<file path="src/rtl/z_capture.sv">
// z_capture: records a 17-step Z_IN match stream into MASK, one bit per P_0 step,
// with an idle-cycle timeout that aborts into DONE with ERR set.
// Optional feature macro ZCAP_DOUBLE_PASS_EN: a second verify pass (CAPT2)
// re-runs the 17 steps and flags any disagreement with the first pass on MISMATCH.
module z_capture #(
  parameter int unsigned TIMEOUT = 255
) (
  input  logic        CK,
  input  logic        RN,
  input  logic        START,
  input  logic        P_0,
  input  logic        Z_IN,
  input  logic        ACK,
  output logic        BUSY,
  output logic        DONE,
  output logic        ERR,
  output logic        MISMATCH,
  output logic [16:0] MASK,
  output logic [4:0]  STEP
);

  localparam logic [15:0] TIMEOUT_CNT = TIMEOUT[15:0];
  localparam logic [4:0]  LAST_STEP   = 5'd16;

`ifdef ZCAP_DOUBLE_PASS_EN
  typedef enum logic [1:0] {
    ST_IDLE  = 2'd0,
    ST_CAPT  = 2'd1,
    ST_DONE  = 2'd2,
    ST_CAPT2 = 2'd3
  } state_t;
`else
  typedef enum logic [1:0] {
    ST_IDLE = 2'd0,
    ST_CAPT = 2'd1,
    ST_DONE = 2'd2
  } state_t;
`endif

  state_t      state, next_state;
  logic [15:0] idle_cnt;
  logic [15:0] idle_next;
  logic        clear;
  logic        take_step;
  logic        idle_inc;
  logic        abort;
  state_t      pass_end_state;

  assign idle_next = idle_cnt + 16'd1;

`ifdef ZCAP_DOUBLE_PASS_EN
  assign pass_end_state = (state == ST_CAPT) ? ST_CAPT2 : ST_DONE;
  assign BUSY           = (state == ST_CAPT) || (state == ST_CAPT2);
`else
  assign pass_end_state = ST_DONE;
  assign BUSY           = (state == ST_CAPT);
`endif
  assign DONE = (state == ST_DONE);

  // State register
  always_ff @(posedge CK or negedge RN) begin
    if (!RN) state <= ST_IDLE;
    else     state <= next_state;
  end

  // Next-state decode plus the per-cycle datapath controls
  always_comb begin
    next_state = state;
    clear      = 1'b0;
    take_step  = 1'b0;
    idle_inc   = 1'b0;
    abort      = 1'b0;
    case (state)
      ST_IDLE: begin
        if (START) begin
          next_state = ST_CAPT;
          clear      = 1'b1;
        end
      end
      ST_DONE: begin
        // a new START wins over ACK
        if (START) begin
          next_state = ST_CAPT;
          clear      = 1'b1;
        end else if (ACK) begin
          next_state = ST_IDLE;
        end
      end
`ifdef ZCAP_DOUBLE_PASS_EN
      ST_CAPT, ST_CAPT2: begin
`else
      ST_CAPT: begin
`endif
        if (P_0) begin
          take_step = 1'b1;
          if (STEP == LAST_STEP) next_state = pass_end_state;
        end else begin
          idle_inc = 1'b1;
          if (idle_next == TIMEOUT_CNT) begin
            abort      = 1'b1;
            next_state = ST_DONE;
          end
        end
      end
      default: next_state = ST_IDLE;
    endcase
  end

  // Capture datapath: mask bits, step index, idle counter and the sticky flags
  always_ff @(posedge CK or negedge RN) begin
    if (!RN) begin
      MASK     <= '0;
      STEP     <= '0;
      ERR      <= 1'b0;
      idle_cnt <= '0;
    end else if (clear) begin
      MASK     <= '0;
      STEP     <= '0;
      ERR      <= 1'b0;
      idle_cnt <= '0;
    end else if (take_step) begin
      idle_cnt <= '0;
      STEP     <= (STEP == LAST_STEP) ? 5'd0 : STEP + 5'd1;
      if (state == ST_CAPT) MASK[STEP] <= Z_IN;
    end else if (idle_inc) begin
      idle_cnt <= idle_next;
      if (abort) ERR <= 1'b1;
    end
  end

`ifdef ZCAP_DOUBLE_PASS_EN
  logic mismatch_q;

  // Verify pass: any step disagreeing with the first-pass bit sets the flag
  always_ff @(posedge CK or negedge RN) begin
    if (!RN) begin
      mismatch_q <= 1'b0;
    end else if (clear) begin
      mismatch_q <= 1'b0;
    end else if (take_step && (state == ST_CAPT2) && (Z_IN != MASK[STEP])) begin
      mismatch_q <= 1'b1;
    end
  end

  assign MISMATCH = mismatch_q;
`else
  assign MISMATCH = 1'b0;
`endif

endmodule

</file>
<file path="config.mk">
export PLATFORM = sky130hd
export DESIGN_NAME = z_capture
export DESIGN_NICKNAME = d
export VERILOG_FILES = /design/src/rtl/z_capture.sv
export SDC_FILE = /design/constraint.sdc
export NUM_CORES = 1
export LEC_CHECK = 0
export ABC_AREA = 1
export CORE_ASPECT_RATIO = 0.9
export CORE_MARGIN = 3
export CORE_UTILIZATION = 47
export DETAILED_ROUTE_END_ITERATION = 10
export PLACE_DENSITY_LB_ADDON = 0.12
export SLEW_MARGIN = 20
export SYNTH_ARGS = -nofsm -noshare
export SYNTH_HDL_FRONTEND = slang
export SYNTH_SLANG_ARGS = --single-unit
</file>
<file path="constraint.sdc">
create_clock -name CK -period 2.41 [get_ports CK]
set_clock_uncertainty 0.2 [all_clocks]
set_input_delay 0.482 -clock CK [delete_from_list [all_inputs] [get_ports CK]]
set_output_delay 0.482 -clock CK [all_outputs]
set_load 0.1 [all_outputs]
</file>
==> results.sh <==
export IMPL_outcome="finished clean"
export IMPL_cts_buffers_inserted=5
export IMPL_cp_start_kind="input port"
export IMPL_power_leakage_nw=1.30
export IMPL_cp_max_fo=13
export IMPL_number_of_max_cap_violations=0
export IMPL_drt_pre_antenna_iters=5
export IMPL_grt_met2_usage=0.279
export IMPL_per_cell_routed_wire_length_um=14.4
export IMPL_yosysSeqAreaShare=0.444
export IMPL_mappedNetlistNets=301
export IMPL_critPathTopFamily="buffers and inverters"
export IMPL_placer_congestion=0.871
export IMPL_die_area_um2=5790
export IMPL_cts_clk_slew_worst_paths_ps=80
export IMPL_timing_hold_worst_class="in -> async"
export IMPL_syn_to_final_growth_pct=18.3
export IMPL_grt_total_usage=0.207
export IMPL_slew_limit_headroom=0.654
export IMPL_initial_utilization=0.502
export IMPL_synth_top_area_frac=0.444
export IMPL_regToRegEndpoint="state[1]$_DFFE_PN0P_"
export IMPL_tritoncts="built"
export IMPL_power_ir_vdd_worst_v=0.000841
export IMPL_ant_nets=0
export IMPL_fin_setup_tns_ps=0
export IMPL_nNetsFinal=337
export IMPL_max_stage_delay_ps=500
export IMPL_io_pins=32
export IMPL_reg2reg_setup_slack_ps=350
export IMPL_placement_io_buffers=30
export IMPL_final_seq_area_um2=1030
export IMPL_worstSetupEndpointType="register"
export IMPL_crit_type="in -> reg"
export IMPL_synth_most_common_cell="nand2_1"
export IMPL_die_width_um=79.9
export IMPL_post_synth_num_cell_types=29
export IMPL_antenna_found_initial=0
export IMPL_grt_busiest_layer="met1"
export IMPL_cellPowerDensity_nw_per_um2=1030
export IMPL_netlist_top_cell_by_area="dfrtp_1"
export IMPL_numClockSinks=41
export IMPL_slew_violations=0
export IMPL_detailedPlacementHpwl_um=4210
export IMPL_ctsLongestPathBuffers=2
export IMPL_drt_drc_violations_left=0
export IMPL_regToRegStartpoint="idle_cnt[1]$_DFFE_PN0P_"
export IMPL_post_cts_repair_setup_buffers=0
export IMPL_critPathRequiredTime_ps=2420
export IMPL_core_area_um2=4600
export IMPL_filler_cell_count=430
export IMPL_post_route_period_util=0.865
export IMPL_multi_input_area_um2=1110
export IMPL_die_h_um=72.5
export IMPL_post_cts_resize_count=0
export IMPL_std_cell_rows=23
export IMPL_postSynthAreaPerCell_um2=7.99
export IMPL_worst_slew_pin_slew_ps=519
export IMPL_grt_first_pass_wirelength_um=9280
export IMPL_met3_use_gr=0.0360
export IMPL_path_cells="clkdlybuf4s50_1 > inv_1 > nor2_1 > inv_1 > nand2_4 > inv_4 > nand2_4 > nand2_1 > o22ai_1"
export IMPL_cpMaxStageDelayCell="clkdlybuf4s50_1"
export IMPL_holdBufCountCts=0
export IMPL_achievable_frequency_ghz=0.479
export IMPL_synthesized_cell_area_um2=2310
export IMPL_final_area_um2=2730
export IMPL_globalRouteMet1Util=0.332
export IMPL_synth_async_reset_ratio=1.00
export IMPL_yosys_register_bits=41
export IMPL_synth_cells=289
export IMPL_setup_viol=0
export IMPL_drt_vias_per_instance=5.42
export IMPL_cts_root_buffer_cell="clkbuf_8"
export IMPL_worst_r2r_cell_count=12
export IMPL_synth_edff_count=0
export IMPL_finalWirelength_um=5590
export IMPL_timing_final_crit_period_ps=2090
export IMPL_clk_insertion_delay_late_ps=290
export IMPL_synth_area_leaders="dfrtp_1 44%, nand2_1 11%, o221a_2 7.8%"
export IMPL_dpl_instance_area_um2=2650
export IMPL_ys_warnings_count=0
export IMPL_grt_max_degree=42
export IMPL_htreeDepth=2
export IMPL_route_vias_total=2103
export IMPL_grt_overflow=0
export IMPL_first_iter_violations=176
export IMPL_synth_cells_most_frequent="69 x nand2_1, 41 x dfrtp_1, 36 x inv_1"
export IMPL_worstPathArrival_ps=2090
export IMPL_layout_drive_gt1_share=0.209
export IMPL_unrepaired_setup_endpoints_after_global_routing="false"
export IMPL_synth_ff_type="dfrtp_1"
export IMPL_grt_pass1_vias=1859
export IMPL_cp_num_buf_inv=4
export IMPL_report_final_hold_viol_count=0
export IMPL_antenna_diode_count=0
==> cell families (layout without fill, tap and decap cells) <==
kind of cell             count (synthesis)  count (layout)  share of synthesized area
AND/OR/NAND/NOR                        154             154                      0.301
buffers and inverters                   44              81                     0.0753
flip-flops                              41              41                      0.444
AO/OA/AOI/OAI                           40              40                      0.134
adder cells (fa/ha/maj)                  6               6                     0.0325
XOR/XNOR                                 3               3                     0.0114
other                                    1               1                    0.00162
==> layout make-up <==
type,instances,area share
Clock buffer,6,0.0266
Tap cell,62,0.0284
Clock inverter,2,0.00366
Inverter,39,0.0545
Multi-Input combinational cell,204,0.406
Timing Repair Buffer,34,0.105
Sequential cell,41,0.375
==> through the flow <==
stage	std cells	total power, mW	hold slack (ps)	worst slack (ps)	util
final	388	2.83	36.0	324	0.593
after global routing	388	2.97	85.3	151	0.593
after CTS	388	2.83	57.2	350	0.593
after detailed placement	380	2.39	324	33.5	0.576
after global placement	380	2.39	304	118	0.576
after floorplan	289	2.00	-13.6	11.6	-
==> power by group <==
group          switching, mW  leakage, nW  internal [mW]
combinational           1.13        0.695          0.355
clock                  0.239       0.0450          0.201
sequential             0.110        0.561          0.790
total                   1.48         1.30           1.35
==> how the worst max path moves through the flow <==
| stage | from | to | slack (ps) | cells after the start |
|---|---|---|---|---|
| floorplan | state[1]$_DFFE_PN0P_ | DONE | 10 | 2 |
| global placement | START | idle_cnt[12]$_DFFE_PN0P_ | 120 | 9 |
| detailed placement | START | idle_cnt[12]$_DFFE_PN0P_ | 30 | 9 |
| CTS | START | idle_cnt[3]$_DFFE_PN0P_ | 350 | 9 |
| global route | idle_cnt[1]$_DFFE_PN0P_ | state[1]$_DFFE_PN0P_ | 150 | 12 |
| finish | START | idle_cnt[9]$_DFFE_PN0P_ | 320 | 9 |
==> per-layer routing <==
metal / share of wire / wire, um / up-vias
li1: - / - / 1036
met1: 0.50 / 2810 / 976
met2: 0.42 / 2360 / 84
met3: 0.064 / 359 / 7
met4: 0.012 / 68 / 0
met5: 0 / 0 / -
==> cell usage in the layout (no fill, tap or decap), drive strengths merged <==
cell           Yosys  layout
buf                3      30
clkdlybuf4s50      0       4
nand3             28      28
nor3               6       6
xor2               3       3
o31ai              1       1
clkbuf             2       6
clkinv             1       3
o21ai             13      13
o22ai              5       5
a31oi              1       1
inv               38      38
nand3b             1       1
o221a             16      16
ha                 6       6
dfrtp             41      41
a21oi              4       4
nand4              6       6
nor2              41      41
nand2             72      72
conb               1       1
==> sequential cells by signal, indices dropped and copies added (netlist names) <==
| signal | count |
|---|---|
| MASK | 17 |
| ERR | 1 |
| STEP | 5 |
| state | 2 |
| idle_cnt | 16 |
No activity file was read; power rests on OpenSTA's default activity.
